$ cat config.mk
export PLATFORM = sky130hd
export DESIGN_NAME = fnorm32
export DESIGN_NICKNAME = d
export VERILOG_FILES = /design/src/rtl/fnorm32.sv
export SDC_FILE = /design/constraint.sdc
export NUM_CORES = 1
export LEC_CHECK = 0
export ABC_CLOCK_PERIOD_IN_PS = 2900
export CORE_MARGIN = 2
export CORE_UTILIZATION = 48
export CTS_BUF_LIST = sky130_fd_sc_hd__clkbuf_8
export DETAILED_ROUTE_END_ITERATION = 6
export PLACE_DENSITY = 0.74
export SLEW_MARGIN = 5
export SYNTH_ARGS = -nofsm -noshare
export SYNTH_HDL_FRONTEND = slang
export SYNTH_SLANG_ARGS = --single-unit
$ cat constraint.sdc
create_clock -name clk -period 2.9 [get_ports clk]
set_input_delay 0.725 -clock clk [delete_from_list [all_inputs] [get_ports clk]]
set_output_delay 0.725 -clock clk [all_outputs]
set_load 0.05 [all_outputs]
$ cat src/rtl/fnorm32.sv
// FP32 add/sub back end: left-normalises the aligned mantissa sum one bit per clock, rounds RNE and packs.
// Optional flush-to-zero of subnormal results when FNORM_FTZ_EN is defined.
module fnorm32 #(
  parameter int MAN_W = 27,
  parameter int EXP_W = 8
) (
  input  logic             clk,
  input  logic             rst,
  input  logic             in_valid,
  output logic             in_ready,
  input  logic             in_sign,
  input  logic [EXP_W-1:0] in_exp,
  input  logic             in_cout,
  input  logic [MAN_W-1:0] in_sum,
  output logic             out_valid,
  input  logic             out_ready,
  output logic [31:0]      res
);

  typedef enum logic [2:0] {IDLE, NORM, ROUND, PACK, OUT} state_t;

  state_t      state;
  logic [26:0] m;
  logic [9:0]  e;
  logic        s;
  logic [23:0] f_r;
  logic [9:0]  e_r;

  logic [9:0]  exp_in;
  logic        up;
  logic [24:0] f25;
  logic [23:0] f_rnd;
  logic [9:0]  e_rnd;
  logic [31:0] packed_res;

  assign in_ready = (state == IDLE) && !rst;

  // Exponent is kept 10 bits wide so the carry and rounding increments past 255 stay visible.
  always_comb begin
    exp_in = (in_exp == '0) ? 10'd1 : {2'b00, in_exp};
    up     = m[2] & (m[1] | m[0] | m[3]);
    f25    = {1'b0, m[26:3]} + {24'b0, up};
    if (f25[24]) begin
      f_rnd = f25[24:1];
      e_rnd = e + 10'd1;
    end else begin
      f_rnd = f25[23:0];
      e_rnd = e;
    end
  end

  // A cleared hidden bit after rounding means the result stays subnormal, so the exponent field is 0.
  always_comb begin
    if (e_r >= 10'd255)
      packed_res = {s, 8'hFF, 23'h0};
    else
      packed_res = {s, (f_r[23] ? e_r[7:0] : 8'h00), f_r[22:0]};
  end

  always_ff @(posedge clk) begin
    if (rst) begin
      state     <= IDLE;
      out_valid <= 1'b0;
      res       <= 32'h0;
      m         <= '0;
      e         <= '0;
      s         <= 1'b0;
      f_r       <= '0;
      e_r       <= '0;
    end else begin
      case (state)
        IDLE: begin
          if (in_valid) begin
            s <= in_sign;
            if (in_exp == 8'hFF) begin
              res       <= {in_sign, 8'hFF, in_sum[25:3]};
              out_valid <= 1'b1;
              state     <= OUT;
            end else begin
              if (in_cout) begin
                m <= {1'b1, in_sum[26:2], in_sum[1] | in_sum[0]};
                e <= exp_in + 10'd1;
              end else begin
                m <= in_sum;
                e <= exp_in;
              end
              state <= NORM;
            end
          end
        end
        NORM: begin
          if (m == '0) begin
            res       <= 32'h0;
            out_valid <= 1'b1;
            state     <= OUT;
          end else if (e == 10'd255) begin
            state <= ROUND;
          end else if (!m[26] && e > 10'd1) begin
            m <= {m[25:0], 1'b0};
            e <= e - 10'd1;
`ifdef FNORM_FTZ_EN
          end else if (!m[26]) begin
            res       <= {s, 31'h0};
            out_valid <= 1'b1;
            state     <= OUT;
`endif
          end else begin
            state <= ROUND;
          end
        end
        ROUND: begin
          f_r   <= f_rnd;
          e_r   <= e_rnd;
          state <= PACK;
        end
        PACK: begin
          res       <= packed_res;
          out_valid <= 1'b1;
          state     <= OUT;
        end
        OUT: begin
          if (out_ready) begin
            out_valid <= 1'b0;
            state     <= IDLE;
          end
        end
        default: state <= IDLE;
      endcase
    end
  end

endmodule

-- After elaboration in Yosys (flattened, before gate mapping)
Cells that the tools add are included.
- register bits: 108
- input port bits: 41
- output and inout port bits: 34
- word-level logic and storage cells: 83
- add/sub/neg operators: 4
- $lt $le $gt $ge: 2
- eq/ne operators: 15
- mux-type cells: 35
- bitwise operators: 4
- reduce and logical (&&, ||, !) cells: 15
- operators with widths (cell ; count):
    2-to-1 mux 27 bit ; 6
    2-to-1 mux 32 bit ; 3
    one-hot mux 32 bit (3 select lines) ; 1
    2-to-1 mux 10 bit ; 6
    one-hot mux 27 bit (2 select lines) ; 1
    2-to-1 mux 31 bit ; 1
    logical NOT 27 bit ; 1
    adder 24 x 1 -> 25 bit ; 1
    2-to-1 mux 24 bit ; 1
    one-hot mux 10 bit (2 select lines) ; 1
    2-to-1 mux 3 bit ; 6
    2-to-1 mux 8 bit ; 2
    one-hot mux 3 bit (5 select lines) ; 1
    != test 2 bit, second input constant ; 7
    adder 10 x 1 -> 10 bit, second input constant ; 1
    equality test 10 x 8 -> 1 bit, second input constant ; 1
    >= comparator 10 x 8 -> 1 bit, second input constant ; 1
    > comparator 10 x 1 -> 1 bit, second input constant ; 1
    subtractor 10 x 1 -> 10 bit, second input constant ; 1
    adder 8 x 1 -> 9 bit, second input constant ; 1
    2-to-1 mux 9 bit ; 1
    equality test 8 bit, second input constant ; 1
    logical NOT 8 bit ; 1
    equality test 3 x 2 -> 1 bit, second input constant ; 2
    other kinds (19) ; 26

-- Longest topological paths before layout
Gate-level depths: netlist (run 1).
- depth in word-level cells: 7
- mapped depth: 9
- gate-level depth less buffers: 8

-- Worst setup path before layout (run 1)
Ideal clock, no wire load.
- kind: input -> output
- start point: in rst
- end point: out in_ready
- data arrival time: 2.529 ns
- required time: 2.175 ns
- path slack: -0.354 ns
- stages: 3
- path buffers: 2
- cells stage by stage: clkbuf_1 -> clkbuf_1 -> nor4_1
- longest elaborated chain between the ends: 2
- ends and longest elaborated chain (what ; line ; source):
    start, declared ; 8 ; input logic rst,
    logical NOT 1 bit ; 36 ; assign in_ready = (state == IDLE) && !rst;
    logical AND 1 bit ; 36 ;
    end, declared ; 10 ; output logic in_ready,
Every way passes these cells.

-- Worst setup path after layout (run 1)
- start point: reg m[3]
- end point: reg res[15]
- longest elaborated chain between the ends: 3
- ends and longest elaborated chain (what ; line ; source):
    start, declared ; 23 ; logic [26:0] m;
    start signal, assigned ; 81 ; m <= {1'b1, in_sum[26:2], in_sum[1] | in_sum[0]};
    start signal, assigned ; 84 ; m <= in_sum;
    start signal, assigned ; 99 ; m <= {m[25:0], 1'b0};
    logical NOT 27 bit ; 92 ; if (m == '0) begin
    != test 2 bit (no line) ; n/a ;
    AND reduction 4 bit (no line) ; n/a ;
    end signal, assigned ; 76 ; res <= {in_sign, 8'hFF, in_sum[25:3]};
    end signal, assigned ; 117 ; res <= packed_res;
    end, declared ; 17 ; output logic [31:0] res
Every way passes these cells.
A chain may end at the register's enable or synchronous reset.

==> results of run 1 <==
[flip-flops by register name, indices dropped and copies added (netlist names)]
name	cells
res	32
f_r	24
m	27
s	1
e	10
state	3
e_r	10
out_valid	1
[metal layers]
metal	vias up	track usage, %
li1	2736	-
met1	2622	34.7
met2	172	40.2
met3	13	2.84
met4	0	6.99
met5	-	0
[cells by family after synthesis]
family | Yosys count | synth area share (%)
XOR/XNOR | 38 | 5.86
adder cells (fa/ha/maj) | 4 | 0.881
AO/OA/AOI/OAI | 189 | 21.2
AND/OR/NAND/NOR | 287 | 23.8
buffers and inverters | 70 | 5.13
flip-flops | 108 | 38.0
multiplexers | 29 | 5.11
[power by group]
| part | leakage, nW | total [W] | switching [W] | internal, W |
|---|---|---|---|---|
| registers | 0.879 | 0.00206 | 0.000323 | 0.00173 |
| clock network | 0.0807 | 0.000814 | 0.000513 | 0.000301 |
| logic | 1.46 | 0.00194 | 0.00118 | 0.000764 |
[metrics by stage]
stage	setup TNS, ns	power (W)	area (sq um)	instances	hold slack, ns
6_report	0	0.00481	6830	932	0.455
5_1_grt	0	0.00510	6830	932	0.477
4_1_cts	0	0.00479	6830	932	0.460
3_5_place_dp	-1.03	0.00399	6670	918	0.447
3_3_place_gp	-0.0257	0.00395	6670	918	0.442
2_1_floorplan	0	0.00336	5690	725	0.426
[cell usage after synthesis, drive strengths merged, types with 2 or more instances]
| library cell | number | area [sq um] |
|---|---|---|
| a211oi | 5 | 37.5 |
| a21oi | 77 | 385 |
| a221oi | 23 | 201 |
| a22oi | 3 | 22.5 |
| a31o | 2 | 17.5 |
| a31oi | 4 | 25.0 |
| a41oi | 2 | 17.5 |
| and2 | 3 | 18.8 |
| and3 | 6 | 37.5 |
| and4 | 5 | 43.8 |
| buf | 17 | 92.6 |
| clkbuf | 45 | 169 |
| dfxtp | 108 | 2160 |
| ha | 4 | 50.1 |
| inv | 7 | 26.3 |
| mux2i | 29 | 290 |
| nand2 | 100 | 375 |
| nand2b | 4 | 25.0 |
| nand3 | 23 | 115 |
| nand4 | 16 | 100 |
| nor2 | 60 | 225 |
| nor3 | 41 | 216 |
| nor4 | 9 | 56.3 |
| o211ai | 28 | 210 |
| o21a | 2 | 16.3 |
| o21ai | 32 | 164 |
| o31ai | 2 | 28.8 |
| o32ai | 2 | 17.5 |
| or3 | 13 | 81.3 |
| or4 | 2 | 18.8 |
| xnor2 | 23 | 201 |
| xor2 | 15 | 131 |
[path summary, 6_finish.rpt]
check                           startpoint       to  slack, ns
worst min register to register     res[27]  res[27]       0.46
worst max-delay path                  m[3]  res[15]       0.19
worst max register to register        m[3]  res[15]       0.19
worst min-delay path               res[27]  res[27]       0.46
[layout by cell type (no fill, tap or decap), drive strengths merged, types with 3 or more instances in the layout]
cell / n
a211oi: 5
a21oi: 77
a221oi: 23
a22oi: 3
a31oi: 4
and2: 3
and3: 6
and4: 5
buf: 41
clkbuf: 9
clkdlybuf4s50: 71
clkinv: 5
dfxtp: 108
ha: 4
inv: 7
mux2i: 29
nand2: 100
nand2b: 4
nand3: 23
nand4: 16
nor2: 60
nor3: 41
nor4: 9
o211ai: 28
o21ai: 32
or3: 13
xnor2: 23
xor2: 15
[layout make-up]
| type | instances | area, sq um |
|---|---|---|
| Multi-Input combinational cell | 547 | 3260 |
| Clock buffer | 9 | 124 |
| Tap cell | 143 | 179 |
| Inverter | 8 | 30.0 |
| Timing Repair Buffer | 112 | 1050 |
| Fill cell | 1075 | 4630 |
| Sequential cell | 108 | 2160 |
| Clock inverter | 5 | 31.3 |
[repair_timing]
action                     4_1_cts  5_1_grt
resized for setup                0        1
setup endpoints to repair        0        2
hold endpoints to repair         0        0
[worst max-delay path, delay by kind of cell, from the launching register on]
kind	cells	cell delay, ns
AND/OR/NAND/NOR	4	1.33
buffers and inverters	1	0.26
AO/OA/AOI/OAI	2	0.61
flip-flops	1	0.37
==> run_results.csv, run 1 <==
group,metric,value,unit
route,dr_wl_met3,854,um
outcome,run_status,"completed",
route,wl_met1,7410,um
layout,area_growth,20.2,%
clocking,cts_hold_buf,0,
route,vias_per_cell,5.95,
die,ios,75,
clocking,worstSkewPairLatency,0.37,ns
critical_path,slowest_stage,"or4_1",
power,power.leakage,2.42,nW
layout,drive_gt1_share,8.75,%
critical_path,reg2regPathDepth,7,
placement,preCtsSetupSlack,-0.0958,ns
layout,fin_util,59.6,%
worst_hold_path,whs_path_depth,2,
die,die_w,113,um
timing,fin_crit_sh,93.4,%
timing,setup_ws,0.191,ns
worst_hold_path,hold_class,"reg -> reg",
placement,gp_congestion,0.892,
timing,slew_headroom,32.8,%
run,drv_cap,0,
yosys,synth_edf_count,0,
yosys,syn-num-nets,770,
grt,grt_pass1_wl,25900,um
route,met2WireLength,7430,um
yosys,synth_area,5680,sq um
clocking,ctsLongestPathBuffers,2,
power,irDropWorstVdd,0.000282,V
placement,place_hpwl,11100,um
route,drtAntennaViolNets,0,
timing,clock_skew,0.0106,ns
critical_path,worstSetupPathType,"reg -> reg",
route,wl_per_cell,17.0,um
timing,final_hold_viol_count,0,
die,rows,39,
clocking,path_clk_slew,0.10,ns
route,drcViolationCount,0,
clocking,h-tree-depth,3,
timing,worst-slew-pin-transition,1.01,ns
yosys,synth_seq_cells,108,
clocking,cts_sinks,108,
critical_path,endpoint_kind,"register",
clocking,tritoncts,"done",
grt,overflow,0,
clocking,cts_setup_buffers,0,
route,routed.top_layer,"met4",
timing,setup_viol,0,
grt,grt_max_degree,46,
clocking,numCtsBuffers,9,
power,powerDensity,704,nW/um^2
yosys,synth-main-ff-cell,"dfxtp_1",
layout,nNetsFinal,831,
yosys,yosysWarnings,0,
clocking,clockRootBuffer,"clkbuf_8",
grt,track_usage,24.7,%
critical_path,slowest_delay,0.53,ns
timing,drv_slew,0,
route,drt-initial-drc-count,423,
timing,rsz0062_at_grt,"no",
yosys,netlist_instances,725,
critical_path,crit_chain,"or4_1, or4_4, nor3_4, o21ai_2, buf_12, a221oi_1, nor3_1",
die,core_area,11500,sq um
timing,fmax,369,MHz
critical_path,worstPathArrival,2.96,ns
timing,fin_crit,2.71,ns
route,vias,5543,
route,first_pass_iters,5,
yosys,synth.avg_cell_area,7.84,sq um
placement,portBuffers,74,
grt,grt_pass1_vias,5199,
critical_path,cp_max_fo,20,
grt,antenna_found_initial,0,
critical_path,critPathLaunchType,"register",
yosys,async_flop_share,0,%
yosys,ys_types,54,
layout,n_antenna_cell,0,
route,totalWireLength,15800,um
yosys,yosysSeqAreaShare,38.0,%
die,die_area,12700,sq um
critical_path,cp.required,3.15,ns
die,die_y,113,um
die,initial_utilization,49.6,%
Power figures use the tool's default switching activity.
==> run 2, diff against run 1 <==
--- a/config.mk
+++ b/config.mk
@@ -6,11 +6,14 @@
 export NUM_CORES = 1
 export LEC_CHECK = 0
 export ABC_CLOCK_PERIOD_IN_PS = 2900
+export CELL_PAD_IN_SITES_DETAIL_PLACEMENT = 1
+export CELL_PAD_IN_SITES_GLOBAL_PLACEMENT = 2
 export CORE_MARGIN = 2
-export CORE_UTILIZATION = 48
+export CORE_UTILIZATION = 33
 export CTS_BUF_LIST = sky130_fd_sc_hd__clkbuf_8
 export DETAILED_ROUTE_END_ITERATION = 6
-export PLACE_DENSITY = 0.74
+export GPL_ROUTABILITY_DRIVEN = 0
+export PLACE_DENSITY = 0.84
 export SLEW_MARGIN = 5
 export SYNTH_ARGS = -nofsm -noshare
 export SYNTH_HDL_FRONTEND = slang
==> run_results.csv, run 2 (synthesis gave the netlist of run 1 again) <==
group,metric,value,unit
timing,clock_skew,0.0146,ns
die,core_area,16700,sq um
timing,drv_slew,0,
clocking,worstSkewPairLatency,0.39,ns
power,share_comb_of_total_power,40.5,%
power,power.leakage,2.44,nW
power,switchingPower,0.00208,W
route,vias_per_cell,5.56,
timing,fin_crit_sh,90.8,%
clocking,cts_sinks,108,
grt,antenna_found_initial,0,
layout,final_cell_mix,"dfxtp_1 (108), nand2_1 (100), a21oi_1 (77)",
layout,nNetsFinal,829,
route,totalWireLength,18400,um
critical_path,worstPathArrival,2.95,ns
route,drcViolationCount,0,
grt,grt_pass1_wl,30300,um
die,ios,75,
critical_path,cp_max_fo,11,
timing,fin_crit,2.63,ns
grt,top_usage_layer,"met2",
run,drv_cap,0,
grt,grt_max_degree,69,
power,p_seq_share,40.9,%
timing,setup_tns,0,ns
timing,final_hold_viol_count,0,
placement,preCtsSetupSlack,0.0162,ns
power,irDropWorstVdd,0.000323,V
clocking,ctsLongestPathBuffers,2,
layout,fin_cells,1006,
timing,slew_headroom,48.3,%
critical_path,critPathLaunchType,"register",
power,intPower,0.00294,W
worst_hold_path,hold_class,"reg -> reg",
critical_path,crit_path_start,"m[3]",
timing,rsz0062_at_grt,"no",
grt,overflow,0,
outcome,run_status,"completed",
critical_path,r2r_slack,0.27,ns
grt,use_met3,2.58,%
power,powerDensity,720,nW/um^2
grt,grt_pass1_vias,5778,
timing,worst-slew-pin-transition,0.775,ns
layout,reg_top3,"res x32, m x27, f_r x24",
route,drt-initial-drc-count,225,
power,swShare,41.5,%
layout,top_register,"res",
critical_path,reg2reg_from,"m[3]",
layout,mostFrequentLayoutCell,"dfxtp_1",
placement,dp.cells,993,
critical_path,crit_end,"m[3]",
clocking,numCtsBuffers,9,
clocking,clockRootBuffer,"clkbuf_8",
critical_path,rr_endpoint,"m[3]",
placement,place_hpwl,13100,um
die,initial_utilization,34.0,%
critical_path,cp.required,3.21,ns
timing,setup_ws,0.266,ns
route,wl_per_cell,18.3,um
die,rows,47,
die,die_area,18300,sq um
clocking,h-tree-depth,3,
layout,largest_reg_flops,32,
layout,n_antenna_cell,0,
grt,use_met1,27.0,%
critical_path,endpoint_kind,"register",
route,vias,5596,
die,die_w,135,um
power,clkPwrFrac,18.5,%
placement,portBuffers,74,
route,drtAntennaViolNets,0,
grt,track_usage,20.6,%
critical_path,worstSetupPathType,"reg -> reg",
die,die_y,135,um
critical_path,reg2regPathDepth,7,
grt,gr-usage-met2,35.0,%
timing,fmax,380,MHz
clocking,cts_hold_buf,0,
clocking,path_clk_slew,0.10,ns
layout,area_growth,22.7,%
clocking,tritoncts,"done",
layout,drive_gt1_share,8.40,%
timing,setup_viol,0,
route,first_pass_iters,6,
-- run 2: final cells by class --
class | count | area (sq um)
fill | 2023 | 9730
clock inverter | 3 | 40.0
clock buffer | 10 | 138
tap | 220 | 275
sequential | 108 | 2160
multi-input combinational | 547 | 3260
timing repair buffer | 110 | 1070
inverter | 8 | 30.0
-- run 2: through the flow --
stage	power (W)	utilization, %	instance area [sq um]	hold slack (ns)
after global routing	0.00535	41.8	6970	0.493
after global placement	0.00406	40.7	6790	0.442
after floorplan	0.00336	-	5690	0.426
after detailed placement	0.00411	40.7	6790	0.451
after CTS	0.00505	41.7	6970	0.465
final	0.00502	41.8	6970	0.462
-- run 2: metal layers --
layer  vias up  share of wire, %
li1       2728                 -
met1      2748                48
met2        93                48
met3        27               2.6
met4         0               1.8
met5         -                 0
-- run 2: how the worst min path moves through the flow --
stage | start | to | slack (ns) | cells after the start
global route | res[29] | res[29] | 0.49 | 2
finish | res[25] | res[25] | 0.46 | 2
detailed placement | res[28] | res[28] | 0.45 | 2
floorplan | f_r[17] | f_r[17] | 0.43 | 2
CTS | res[28] | res[28] | 0.46 | 2
global placement | f_r[1] | f_r[1] | 0.44 | 2
-- run 2: repair_timing --
action	CTS	global route
setup endpoints to repair	0	26
buffers inserted	0	0
gates resized for setup	0	1
-- run 2: worst max-delay path, stage by stage, from the launching register on --
cell	delay, ns
dfxtp_1	0.38
or4_1	0.53
or4_4	0.48
o31ai_4	0.36
o21a_2	0.40
buf_4	0.22
nand2_1	0.06
a21oi_1	0.14
-- run 2: power by group through the flow --
stage	logic (W)	registers [W]	clock network [W]
after floorplan	0.00128	0.00209	0
after global placement	0.00200	0.00206	0
after detailed placement	0.00203	0.00208	0
after CTS	0.00204	0.00205	0.000960
after global routing	0.00225	0.00210	0.00101
final	0.00204	0.00205	0.000931
==> run 3, diff against run 2 <==
--- a/config.mk
+++ b/config.mk
@@ -5,7 +5,6 @@
 export SDC_FILE = /design/constraint.sdc
 export NUM_CORES = 1
 export LEC_CHECK = 0
-export ABC_CLOCK_PERIOD_IN_PS = 2900
 export CELL_PAD_IN_SITES_DETAIL_PLACEMENT = 1
 export CELL_PAD_IN_SITES_GLOBAL_PLACEMENT = 2
 export CORE_MARGIN = 2
==> results of run 3 <==
Final layout, timing and power as in run 2 (identical DEF).
